<file path="src/rtl/serial_adder.sv">
// Bit-serial adder: one full-adder cell, registered carry, LSB first.
// start/busy/done handshake; sum/cout update only on entry to DONE.
module serial_adder #(
  parameter int WIDTH = 8
) (
  input  logic             clk,
  input  logic             rst,
  input  logic             start,
  input  logic [WIDTH-1:0] a,
  input  logic [WIDTH-1:0] b,
  input  logic             cin,
  output logic             busy,
  output logic             done,
  output logic [WIDTH-1:0] sum,
  output logic             cout
);

  localparam int CW = $clog2(WIDTH + 1);

  typedef enum logic [1:0] {
    IDLE,
    RUN,
    DONE
  } state_t;

  state_t           state_q, state_d;
  logic [WIDTH-1:0] a_sh_q, a_sh_d;
  logic [WIDTH-1:0] b_sh_q, b_sh_d;
  logic [WIDTH-1:0] res_q, res_d;
  logic [WIDTH-1:0] sum_q, sum_d;
  logic [CW-1:0]    cnt_q, cnt_d;
  logic             carry_q, carry_d;
  logic             cout_q, cout_d;
  logic             busy_q, busy_d;
  logic             done_q, done_d;
  logic             s, maj, last;

  always_comb begin
    s    = a_sh_q[0] ^ b_sh_q[0] ^ carry_q;
    maj  = (a_sh_q[0] & b_sh_q[0]) | (a_sh_q[0] & carry_q)
         | (b_sh_q[0] & carry_q);
    last = (cnt_q == CW'(WIDTH - 1));

    state_d = state_q;
    a_sh_d  = a_sh_q;
    b_sh_d  = b_sh_q;
    res_d   = res_q;
    sum_d   = sum_q;
    cnt_d   = cnt_q;
    carry_d = carry_q;
    cout_d  = cout_q;
    busy_d  = 1'b0;
    done_d  = 1'b0;

    unique case (state_q)
      IDLE, DONE: begin
        if (start) begin
          a_sh_d  = a;
          b_sh_d  = b;
          carry_d = cin;
          cnt_d   = '0;
          state_d = RUN;
          busy_d  = 1'b1;
        end else begin
          state_d = IDLE;
        end
      end
      RUN: begin
        a_sh_d  = a_sh_q >> 1;
        b_sh_d  = b_sh_q >> 1;
        res_d   = {s, res_q[WIDTH-1:1]};
        carry_d = maj;
        cnt_d   = cnt_q + CW'(1);
        if (last) begin
          sum_d   = res_d;
          cout_d  = maj;
          state_d = DONE;
          done_d  = 1'b1;
        end else begin
          busy_d  = 1'b1;
        end
      end
      default: state_d = IDLE;
    endcase
  end

  always_ff @(posedge clk or posedge rst) begin
    if (rst) begin
      state_q <= IDLE;
      a_sh_q  <= '0;
      b_sh_q  <= '0;
      res_q   <= '0;
      sum_q   <= '0;
      cnt_q   <= '0;
      carry_q <= 1'b0;
      cout_q  <= 1'b0;
      busy_q  <= 1'b0;
      done_q  <= 1'b0;
    end else begin
      state_q <= state_d;
      a_sh_q  <= a_sh_d;
      b_sh_q  <= b_sh_d;
      res_q   <= res_d;
      sum_q   <= sum_d;
      cnt_q   <= cnt_d;
      carry_q <= carry_d;
      cout_q  <= cout_d;
      busy_q  <= busy_d;
      done_q  <= done_d;
    end
  end

  assign busy = busy_q;
  assign done = done_q;
  assign sum  = sum_q;
  assign cout = cout_q;

endmodule

</file>
<file path="config.mk">
export PLATFORM = sky130hd
export DESIGN_NAME = serial_adder
export DESIGN_NICKNAME = d
export VERILOG_FILES = /design/src/rtl/serial_adder.sv
export SDC_FILE = /design/constraint.sdc
export NUM_CORES = 1
export LEC_CHECK = 0
export CORE_AREA = 2 2 68 63
export CTS_BUF_LIST = sky130_fd_sc_hd__clkbuf_16
export DETAILED_ROUTE_END_ITERATION = 12
export DIE_AREA = 0 0 70 65
export PLACE_DENSITY = 0.69
export REMOVE_ABC_BUFFERS = 1
export SETUP_SLACK_MARGIN = 0.05
export SLEW_MARGIN = 20
export SYNTH_ARGS = -nofsm -noshare
export SYNTH_HDL_FRONTEND = slang
export SYNTH_SLANG_ARGS = --single-unit
</file>
<file path="constraint.sdc">
create_clock -name clk -period 1.7 [get_ports clk]
set_input_delay 0.34 -clock clk [delete_from_list [all_inputs] [get_ports clk]]
set_output_delay 0.34 -clock clk [all_outputs]
set_load 0.05 [all_outputs]
</file>
==> results by stage, run 1 <==
Clock tree:
- The total CTS buffers is 5.
- The clock root buffer master is sky130_fd_sc_hd__clkbuf_16.
- The level count of the clock H-tree is 2.
- The clock net in this run drives a total of 41 sinks.
- Clock-pin slew was measured on the worst setup and hold paths at 0.05 ns.
- The clock network latency to the later pin of the worst-skew pair is around 0.28 ns.
- The number of hold buffers added after cts is 0.
- The CTS tree is done.
- The longest clock path from root to sink contains 2 buffers.

Placement:
- At the end of routability-driven placement, the weighted congestion stood at approximately 0.73.
- Detailed placement ended at an HPWL of between 1500 and 2000 um.
- Port buffering added 30 buffers.

Synth:
- The yosys synthesis warning count is 0.
- After synthesis the netlist holds a flip-flop and latch count of a little over 40.
- In the synthesized netlist, the number of instances is 118.
- The total standard cell area after synthesis is around 1700 um^2.
- After synthesis, the mean cell area works out to 14.2 um^2.
- The synthesized netlist contains 22 unique library cells.
- The sequential fraction of the synthesis area is 61.1%.

Global routing:
- The global route total overflow is 0.
- The initial antenna violation count is 0.
- The first global-routing pass estimated 4820 um of wire.
- In the global route stage, overall resource usage came out at a little over an eighth.
- The global routing stage identified its most utilized layer as met2.
- Entering global routing, the biggest net connects 42 pins.
- In the global route stage, met3 resource usage came out at 4.82%.
- The via count of the first global-routing pass is 1031.
- For this run, global-route usage on met1 was measured as a little under a fifth.
- The met2 global-route usage is between 20% and 30%.

Timing:
- The final setup violation count is 0.
- The final number of hold-violating endpoints is 0.
- Across all hold checks on the routed design, the worst slack comes to ~0.43 ns.
- The minimum clock period after layout is 1.58 ns.
- For the final database, setup skew stands at around 0.0047 ns.
- Headroom to the max-slew limit came out at a little over half.
- The pin slew with the least headroom to its limit is between 0.6 and 0.7 ns.
- Timing would allow up to 632 MHz.
- Setup repair after global routing could not meet its margin everywhere.
- The part of the cycle the worst path needs is 93.0%.
- The number of pins with negative max-slew slack in the final report was 0.

Floorplanning:
- In this run the horizontal extent of the chip is 70 um.
- The floorplan step set the die height to 65 um.
- The number of placement rows is 22.
- 31 I/O pins were placed.
- The initial core utilization is 43.0%.
- The core region area is around 3900 um^2.
- The die covers 4550 um^2.

Critical path:
- Together, buffers and inverters on the worst path number 1.
- Among all stages on the critical path, the largest delay is contributed by sky130_fd_sc_hd__dfrtp_1.
- At the worst endpoint, the arrival time is 1.73 ns.
- The worst endpoint required time is 1.85 ns.
- The kind of end point of the critical path is a register.
- The type of element launching the critical path is a register.
- The maximum net fanout on the critical path is 5.
- The largest stage delay on the critical path is 0.38 ns.
- The family of cells with the greatest summed delay on the critical path is flip-flops.
- The critical path class is reg -> reg.
- The critical path goes through ha_2 -> nand2_1 -> nor3b_2 -> buf_4 -> mux2_1.

Pwr:
- The worst-case IR drop observed on VDD is around 680 uV.
- The analysis attributes to cell leakage a power of 1.08 nW.
- The power per cell area is 2020 nW/um^2.
- Total power for the finished layout comes to between 4 and 5 mW.

Routing:
- The final wirelength is about 2800 um.
- The final route contains 1047 vias.
- The number of remaining DRC errors is 0.
- Before antenna repair, the detailed router went through 4 iterations.
- Dividing the detail-routed wire length by the instance count gives 13.8 um.
- Once detail routing completed, the nets flagged for antenna violations numbered 0.
- The ratio of routed vias to standard cells is 5.18.
- The DRC marker count from the first detailed-route iteration is 52.

Finish:
- The library cell used most frequently in the layout, excluding fill and tap cells, is sky130_fd_sc_hd__dfrtp_1.
- The number of filler cells placed in the layout is ~320.
- The ratio of cells with drive above 1 in the final layout is 19.5%.
- The repair_antennas step left the layout with diodes totalling 0.
- Leaving out fill and tap cells, the most frequent cells in the layout are 41 x sky130_fd_sc_hd__dfrtp_1, 19 x sky130_fd_sc_hd__a22o_1, 19 x sky130_fd_sc_hd__clkdlybuf4s50_1, 17 x sky130_fd_sc_hd__buf_4, 15 x sky130_fd_sc_hd__a21o_1.
- After the last flow step, the layout net total stands at 177.
- The area growth from synthesis to layout is 28.8%.

Hold path:
- The worst min-delay path category is in -> async.

Job:
- Max-cap violations in this run came to 0.

Run status:
- The run finished with clean final reports.
## routing by layer
metal / share of wire, % / wire [um]
met5: 0 / 0
met4: 1.1 / 30
met3: 6.3 / 176
met2: 47 / 1320
met1: 45 / 1260
## stage by stage
stage	instances	instance area [um^2]	utilization [%]	TNS (ns)	worst slack (ns)
6_report	202	2160	55.3	0	0.118
4_1_cts	200	2140	54.8	0	0.111
3_3_place_gp	194	2010	51.4	-0.483	-0.0391
3_5_place_dp	194	2010	51.4	-1.21	-0.0926
2_1_floorplan	111	1630	-	-7.37	-0.745
5_1_grt	202	2160	55.3	0	0.0421
## worst register-to-register path: cells and delay by family, from the launching register on
family                   cells  cell delay (ns)
AND/OR/NAND/NOR              2             0.35
buffers and inverters        1             0.20
flip-flops                   1             0.38
multiplexers                 1             0.33
adder cells (fa/ha/maj)      1             0.20
## logic make-up after synthesis
| group | synth area share [%] |
|---|---|
| DFF | 61.1 |
| AOI/OAI and AO/OA | 16.9 |
| muxes | 11.9 |
| and+or+nand+nor | 4.32 |
| buffers and inverters | 3.28 |
| adders and majority gates | 1.94 |
| xor gates and xnor gates | 0.522 |
## worst paths after layout
kind                                start        end  slack, ns  cells after the start
worst max-delay path             cnt_q[0]     sum[1]       0.12                      5
worst min-delay path                  rst     sum[3]       0.43                      3
worst max register to register   cnt_q[0]     sum[1]       0.12                      5
worst min register to register  a_sh_q[1]  a_sh_q[1]       0.47                      1
max in group asynchronous             rst   cnt_q[0]       1.08                      3
min in group clk                a_sh_q[1]  a_sh_q[1]       0.47                      1
## synthesized netlist by cell type
master / number / area share (%)
sky130_fd_sc_hd__fa_1: 1 / 1.2
sky130_fd_sc_hd__buf_2: 2 / 0.60
sky130_fd_sc_hd__and2b_1: 1 / 0.45
sky130_fd_sc_hd__mux2_2: 3 / 2.0
sky130_fd_sc_hd__o21ai_1: 1 / 0.30
sky130_fd_sc_hd__mux2_1: 13 / 8.7
sky130_fd_sc_hd__nor2_2: 1 / 0.37
sky130_fd_sc_hd__nand2_1: 4 / 0.89
sky130_fd_sc_hd__nor2_1: 1 / 0.22
sky130_fd_sc_hd__nor3b_1: 2 / 0.89
sky130_fd_sc_hd__nand4_1: 1 / 0.37
sky130_fd_sc_hd__a22o_1: 19 / 9.9
sky130_fd_sc_hd__buf_4: 4 / 1.8
sky130_fd_sc_hd__a21o_1: 15 / 6.7
sky130_fd_sc_hd__mux2i_1: 2 / 1.2
sky130_fd_sc_hd__xnor2_1: 1 / 0.52
sky130_fd_sc_hd__buf_6: 1 / 0.67
sky130_fd_sc_hd__dfrtp_1: 41 / 61
sky130_fd_sc_hd__nand2b_1: 1 / 0.37
sky130_fd_sc_hd__inv_1: 1 / 0.22
sky130_fd_sc_hd__ha_1: 1 / 0.75
sky130_fd_sc_hd__nor2b_1: 2 / 0.75
## power by group
group	switching [mW]	leakage, nW	total, mW	internal, mW
combinational	0.981	0.507	1.83	0.849
sequential	0.255	0.511	1.68	1.43
clock	0.326	0.0655	0.849	0.523
total	1.56	1.08	4.36	2.80
## sequential cells by signal, indices dropped and copies added, names as in the netlist
register	flops
done	1
carry_q	1
b_sh_q	8
sum	8
cnt_q	4
res_q	7
state_q	2
a_sh_q	8
cout	1
busy	1
## timing repair
item	in CTS	in global routing
setup endpoints to repair	0	9
gates resized for setup	0	6
buffers inserted	0	1
## cell type report
type	count	area, um^2	area share (%)
tap	48	60.1	2.78
timing repair buffer	37	338	15.6
clock inverter	1	5.00	0.231
inverter	1	3.75	0.174
multi-input combinational	69	606	28.0
sequential	41	1030	47.4
clock buffer	5	125	5.78
No activity file was read; power rests on OpenSTA's default activity.
==> run 2: changes to the inputs <==
--- a/config.mk
+++ b/config.mk
@@ -6,10 +6,9 @@
 export NUM_CORES = 1
 export LEC_CHECK = 0
 export CORE_AREA = 2 2 68 63
-export CTS_BUF_LIST = sky130_fd_sc_hd__clkbuf_16
 export DETAILED_ROUTE_END_ITERATION = 12
 export DIE_AREA = 0 0 70 65
-export PLACE_DENSITY = 0.69
+export PLACE_DENSITY = 0.74
 export REMOVE_ABC_BUFFERS = 1
 export SETUP_SLACK_MARGIN = 0.05
 export SLEW_MARGIN = 20
==> constraint.sdc (replaced) <==
create_clock -name clk -period 1.5 [get_ports clk]
set_input_delay 0.3 -clock clk [delete_from_list [all_inputs] [get_ports clk]]
set_output_delay 0.3 -clock clk [all_outputs]
set_load 0.05 [all_outputs]
==> results by stage, run 2 (synthesis gave the netlist of run 1 again) <==
Global routing:
- The global route total overflow is 0 (unchanged).
- The initial antenna violation count was 0 (unchanged).
- The total track usage came to 15.0% (+1.3 points).
- The wire length of the first global-routing pass is 5180 um (+7.4%).
- The pin count of the biggest net entering global routing was 42 (unchanged).
- The via count of the first global-routing pass came to 1129 (+9.5%).

Critical path:
- STA classifies the critical path startpoint as a register.
- The worst register-to-register path ends at sum[0].
- The count of cells along the worst register-to-register path came to 5 (unchanged).
- The origin of the critical flop-to-flop path is cnt_q[0].
- The worst endpoint required time is 1.67 ns (-0.18 ns).
- The critical path arrival was 1.68 ns (-0.05 ns).
- The setup slack of the worst register-to-register path was -0.01 ns (-0.13 ns).
- By startpoint and endpoint, the worst setup path is classified as reg -> reg.
- The maximum net fanout on the critical path came to 5 (unchanged).
- STA classifies the critical path endpoint as a register.

Timing:
- The final setup skew is 0.00367 ns (-0.00107 ns).
- The minimum clock period after layout is 1.51 ns (-0.0681 ns).
- The final number of hold-violating endpoints is 0 (unchanged).
- The final setup violation count is 5 (+5).
- The part of the cycle the worst path needs is 101% (+7.9 points).
- The worst setup margin is -0.0136 ns (-0.132 ns).
- The pin slew with the least headroom to its limit was 0.420 ns (-0.260 ns).
- The highest clock frequency the design can meet is 661 MHz (+4.5%).
- The worst slew margin relative to its limit is 71.9% (+17 points).
- Setup repair after global routing could not meet its margin everywhere.
- The number of pins with negative max-slew slack in the final report is 0 (unchanged).

Pwr:
- The relative contribution of sequential cells to total power is 36.6% (-1.9 points).
- The power per cell area is 2300 nW/um^2 (+14%).
- The overall power consumption is 5.51 mW (+26%).
- The clock share of power was 12.7% (-6.8 points).
- The leakage power figure came to 1.18 nW (+8.8%).
- The total net switching power came to 1.96 mW (+26%).
- The switching portion of total power is 35.6% (-0.19 points).
- The maximum resistive drop on vdd is 897 uV (+32%).
- The fraction of power consumed by combinational cells is 50.6% (+8.6 points).
- The internal power component is 3.54 mW (+27%).

Finish:
- The ratio of cells with drive above 1 in the final layout is 30.7% (+11 points).
- The number of diodes added for antenna fixing is 0 (unchanged).
- The area growth from synthesis to layout is 42.4%.
- The most common cell after layout, fill and taps aside is sky130_fd_sc_hd__dfrtp_1.
- The net total in the final layout came to 185 (+4.5%).
- The top cell types in the final layout, fill and taps aside, are 41 x sky130_fd_sc_hd__dfrtp_1, 19 x sky130_fd_sc_hd__a22o_1, 19 x sky130_fd_sc_hd__clkdlybuf4s50_1, 15 x sky130_fd_sc_hd__a21o_1.

Clock tree:
- The total CTS buffers is 5 (unchanged).
- The number of hold buffers added after cts is 0 (unchanged).
- The maximum root-to-sink buffer count is 2 (unchanged).
- The number of sinks on the clock net came to 41 (unchanged).
- The clock transition at the registers of the reported paths is 0.07 ns (+0.02 ns).
- The cell sitting at the root of the clock tree is a sky130_fd_sc_hd__clkbuf_8.
- The level count of the clock H-tree is 2 (unchanged).
- TritonCTS built the clock tree.
- The clock network latency to the later pin of the worst-skew pair is 0.29 ns (about the same).

Routing:
- The final wirelength is 3170 um (+14%).
- The number of remaining DRC errors is 0 (unchanged).
- The DRC marker count from the first detailed-route iteration is 49 (-5.8%).
- The total via count after detailed routing is 1107 (+5.7%).
- The ratio of routed vias to standard cells is 5.25 (+1.2%).
- The number of nets with antenna violations after routing is 0 (unchanged).
- The routed wirelength normalized by instance count came to 15.0 um (+8.8%).
- The length of the first detailed-routing pass in iterations is 4 (unchanged).

Placement:
- The count of input and output buffers was 30 (unchanged).
- The pre-CTS setup slack was -0.267 ns (-0.174 ns).
- The final weighted congestion in routability-driven placement is 0.712 (-2.5%).
- The estimated wirelength of the detail-placed design is 2040 um (+12%).

Floorplanning:
- The width of the die is 70 um (unchanged).
- The number of placement rows came to 22 (unchanged).
- The floorplan die height is 65 um (unchanged).
- The area of the die came to 4550 um^2 (unchanged).
- The initial core utilization is 43.0% (unchanged).
- The number of I/O pins is 31 (unchanged).
- The core region area is 3910 um^2 (unchanged).

Run status:
- The final reports fail on negative setup slack.
- The run finished, with violations left.

Hold path:
- The worst min-delay path category is in -> async.

Job:
- The number of maximum-capacitance violations came to 0 (unchanged).
[run 2: worst max-delay path, cell delays in order, from the launching register on]
cell and delay [ns]:
sky130_fd_sc_hd__dfrtp_1 0.41, sky130_fd_sc_hd__ha_4 0.17, sky130_fd_sc_hd__nand2_4 0.06, sky130_fd_sc_hd__nor3b_4 0.28
sky130_fd_sc_hd__buf_6 0.18, sky130_fd_sc_hd__mux2_4 0.30
[run 2: worst max path at each step]
| stage | end | cells after the start | startpoint |
|---|---|---|---|
| final | sum[0] | 5 | cnt_q[0] |
| after global routing | sum[7] | 5 | cnt_q[0] |
| after CTS | b_sh_q[7] | 3 | state_q[0] |
| after detailed placement | b_sh_q[7] | 4 | start |
| after global placement | b_sh_q[7] | 4 | start |
| after floorplan | sum[7] | 3 | state_q[1] |
[run 2: final cells by class]
type	instances	area (um^2)
fillers	296	1520
inverters	1	3.75
well taps	48	60.1
repair buffers	45	543
clock buffers	7	86.3
flip-flops and latches	41	1030
multi-input cells	69	672
[run 2: stage by stage]
stage,utilization (%),std cells,cell area [um^2],hold slack (ns),setup TNS (ns)
floorplan,-,111,1630,0.440,-13.39
global placement,55.3,196,2160,0.461,-3.40
detailed placement,55.3,196,2160,0.468,-4.37
CTS,60.0,208,2350,0.387,0
global route,61.2,211,2390,0.405,-0.409
finish,61.2,211,2390,0.383,-0.0465
[run 2: per-layer routing]
layer  track usage, %  wire length [um]
met3             5.13               172
met5                0                 0
met1             17.0              1330
met2             26.4              1630
met4             5.05                29
[run 2: power by group through the flow]
stage	registers, mW	logic [mW]	clock network [mW]
after global placement	1.96	2.37	0
after CTS	2.00	2.70	0.731
final	2.02	2.79	0.701
after floorplan	2.31	1.07	0
after detailed placement	2.00	2.45	0
after global routing	2.08	2.94	0.784
[run 2: timing repair]
action                     CTS  global route
buffers inserted             4             3
hold endpoints to repair     0             0
resized for setup           18             4
pin swaps                    2             3
setup endpoints to repair   25            27
gates cloned                 1             0
==> run 3: changes to the inputs <==
--- a/config.mk
+++ b/config.mk
@@ -8,7 +8,7 @@
 export CORE_AREA = 2 2 68 63
 export DETAILED_ROUTE_END_ITERATION = 12
 export DIE_AREA = 0 0 70 65
-export PLACE_DENSITY = 0.74
+export PLACE_DENSITY = 0.77
 export REMOVE_ABC_BUFFERS = 1
 export SETUP_SLACK_MARGIN = 0.05
 export SLEW_MARGIN = 20
==> constraint.sdc (replaced) <==
create_clock -name clk -period 1.23 [get_ports clk]
set_input_delay 0.246 -clock clk [delete_from_list [all_inputs] [get_ports clk]]
set_output_delay 0.246 -clock clk [all_outputs]
set_load 0.05 [all_outputs]
==> results by stage, run 3 (synthesis gave the netlist of run 1 again) <==
Routing:
- The DRC marker count from the first detailed-route iteration was 65 (+33%).
- The number of remaining DRC errors was 0 (unchanged).
- The total via count after detailed routing is 1162 (+5.0%).
- The ratio of routed vias to standard cells is 5.28 (+0.67%).
- The final wirelength is 3510 um (+11%).
- The number of nets with antenna violations after routing is 0 (unchanged).
- The routed wirelength normalized by instance count is 16.0 um (+6.5%).
- The length of the first detailed-routing pass in iterations was 4 (unchanged).

Critical path:
- The worst setup path is captured at a register.
- The type of element launching the critical path is a register.
- In this run the worst setup path begins at cnt_q[1].
- The worst endpoint required time is 1.40 ns (-0.27 ns).
- The critical path arrival is 1.65 ns (-0.03 ns).
- The critical path class is reg -> reg.
- The maximum net fanout on the critical path came to 5 (unchanged).
- The origin of the critical flop-to-flop path is cnt_q[1].

Run status:
- The run finished, with violations left.
- The checks that failed: negative setup slack.

Timing:
- The smallest hold slack is 0.329 ns (-0.0536 ns).
- The worst setup margin is -0.245 ns (-0.231 ns).
- The final setup skew was 0.00557 ns (+0.00190 ns).
- The final number of hold-violating endpoints came to 0 (unchanged).
- The part of the cycle the worst path needs is 120% (+19 points).
- The final total negative setup slack is -6.42 ns (-6.38 ns).
- The minimum clock period after layout was 1.48 ns (-0.0385 ns).
- The number of pins with negative max-slew slack in the final report is 0 (unchanged).
- The highest clock frequency the design can meet is 678 MHz (+2.6%).
- The final setup violation count is 40 (+35).
- The worst slew margin relative to its limit is 85.4% (+13 points).
- The pin slew with the least headroom to its limit is 0.220 ns (-0.200 ns).
- Setup repair after global routing could not meet its margin everywhere.

Clock tree:
- The clock network latency to the later pin of the worst-skew pair is 0.29 ns (about the same).
- The maximum root-to-sink buffer count is 2 (unchanged).
- The CTS tree is done.
- The number of sinks on the clock net is 41 (unchanged).
- The tree is rooted in a sky130_fd_sc_hd__clkbuf_8.
- The level count of the clock H-tree came to 2 (unchanged).
- The clock transition at the registers of the reported paths is 0.07 ns (about the same).
- The total CTS buffers is 5 (unchanged).

Floorplanning:
- The number of placement rows is 22 (unchanged).
- The initial core utilization came to 43.0% (unchanged).
- The number of I/O pins is 31 (unchanged).
- The width of the die is 70 um (unchanged).
- The core region area came to 3910 um^2 (unchanged).
- The area of the die was 4550 um^2 (unchanged).
- The floorplan die height was 65 um (unchanged).

Global routing:
- The pin count of the biggest net entering global routing is 42 (unchanged).
- The global route total overflow is 0 (unchanged).
- The initial antenna violation count is 0 (unchanged).
- The via count of the first global-routing pass came to 1219 (+8.0%).
- The total track usage is 17.5% (+2.6 points).
- The wire length of the first global-routing pass is 6080 um (+17%).

Finish:
- The net total in the final layout is 194 (+4.9%).
- The number of diodes added for antenna fixing is 0 (unchanged).
- The area growth from synthesis to layout is 55.9%.
- The final design instance area without fill was 2620 um^2 (+9.5%).
- The ratio of cells with drive above 1 in the final layout is 39.0% (+8.3 points).
- The library cells used most frequently in the layout, excluding fill and tap cells, are 41 x sky130_fd_sc_hd__dfrtp_1, 19 x sky130_fd_sc_hd__a22o_1, 19 x sky130_fd_sc_hd__clkdlybuf4s50_1, 16 x sky130_fd_sc_hd__mux2_4.
- The most common cell after layout, fill and taps aside is sky130_fd_sc_hd__dfrtp_1.

Pwr:
- The leakage power figure came to 1.30 nW (+10%).
- The total net switching power is 2.64 mW (+35%).
- The relative contribution of sequential cells to total power is 31.6% (-5.0 points).
- The fraction of power consumed by combinational cells is 57.2% (+6.6 points).
- The internal power component is 5.08 mW (+43%).
- The switching portion of total power was 34.2% (-1.4 points).
- The maximum resistive drop on vdd was 1090 uV (+22%).
- The power per cell area is 2950 nW/um^2 (+28%).
- The clock share of power is 11.2% (-1.5 points).

Placement:
- The estimated wirelength of the detail-placed design is 2040 um (about the same).
- The pre-CTS setup slack is -0.452 ns (-0.185 ns).
- The final weighted congestion in routability-driven placement is 0.744 (+4.4%).
- The instance area at placement is 2210 um^2 (+2.1%).
- The count of input and output buffers is 30 (unchanged).

Hold path:
- In this run the worst hold path is classified as in -> async.

Job:
- The number of maximum-capacitance violations was 0 (unchanged).
-- run 3: cell types whose count changed in the layout (fill, tap and decap cells not counted), moves of 2 or more --
cell,previous run,this run
sky130_fd_sc_hd__mux2_2,3,0
sky130_fd_sc_hd__buf_16,0,2
sky130_fd_sc_hd__buf_4,12,8
sky130_fd_sc_hd__buf_6,2,8
sky130_fd_sc_hd__mux2_1,4,0
sky130_fd_sc_hd__mux2_4,9,16
sky130_fd_sc_hd__buf_12,12,15
sky130_fd_sc_hd__buf_8,0,2
-- run 3: layer usage --
layer	share of wire, %	GRT usage [%]
met1	45	22.4
met2	49	29.2
met3	5.0	5.13
met4	0.91	5.05
met5	0	0
-- run 3: cell type report --
cell class                 count  area, um^2
inverter                       1        3.75
fill                         269        1290
tap                           48        60.1
timing repair buffer          54         726
clock buffer                   7        86.3
multi-input combinational     69         716
sequential                    41        1030
-- run 3: worst paths after layout --
| path | to | slack, ns | cells past startpoint |
|---|---|---|---|
| min in group clk | b_sh_q[3] | 0.48 | 1 |
| worst min register to register | b_sh_q[3] | 0.48 | 1 |
| worst max-delay path | sum[3] | -0.25 | 5 |
| worst min-delay path | sum[1] | 0.33 | 3 |
| worst max register to register | sum[3] | -0.25 | 5 |
| max in group asynchronous | cnt_q[2] | 0.70 | 3 |
-- run 3: what timing repair did --
item	4_1_cts	5_1_grt
endpoints found under the setup margin	37	41
hold buffers	0	0
pin swaps	11	16
gates cloned	4	0
setup buffers	7	4
resized for setup	41	11
-- run 3: worst max-delay path, cell delays in order (launching register included) --
cell and delay (ns):
sky130_fd_sc_hd__dfrtp_1 0.38, sky130_fd_sc_hd__ha_2 0.20, sky130_fd_sc_hd__nand2_2 0.07, sky130_fd_sc_hd__nor3b_4 0.23, sky130_fd_sc_hd__buf_6 0.17, sky130_fd_sc_hd__mux2_4 0.30
-- run 3: power by group through the flow --
stage | Sequential, mW | Clock [mW] | Combinational [mW]
after floorplan | 2.82 | 0 | 1.31
after global placement | 2.38 | 0 | 3.01
after detailed placement | 2.42 | 0 | 3.12
after CTS | 2.43 | 0.890 | 4.32
after global routing | 2.53 | 0.949 | 4.68
final | 2.44 | 0.863 | 4.41
-- run 3: per-stage QoR --
stage                     power, mW  cells  util (%)
after global placement         5.39    202      56.5
final                          7.72    220      67.0
after floorplan                4.13    111         -
after global routing           8.16    220      67.0
after CTS                      7.64    219      66.5
after detailed placement       5.53    202      56.5
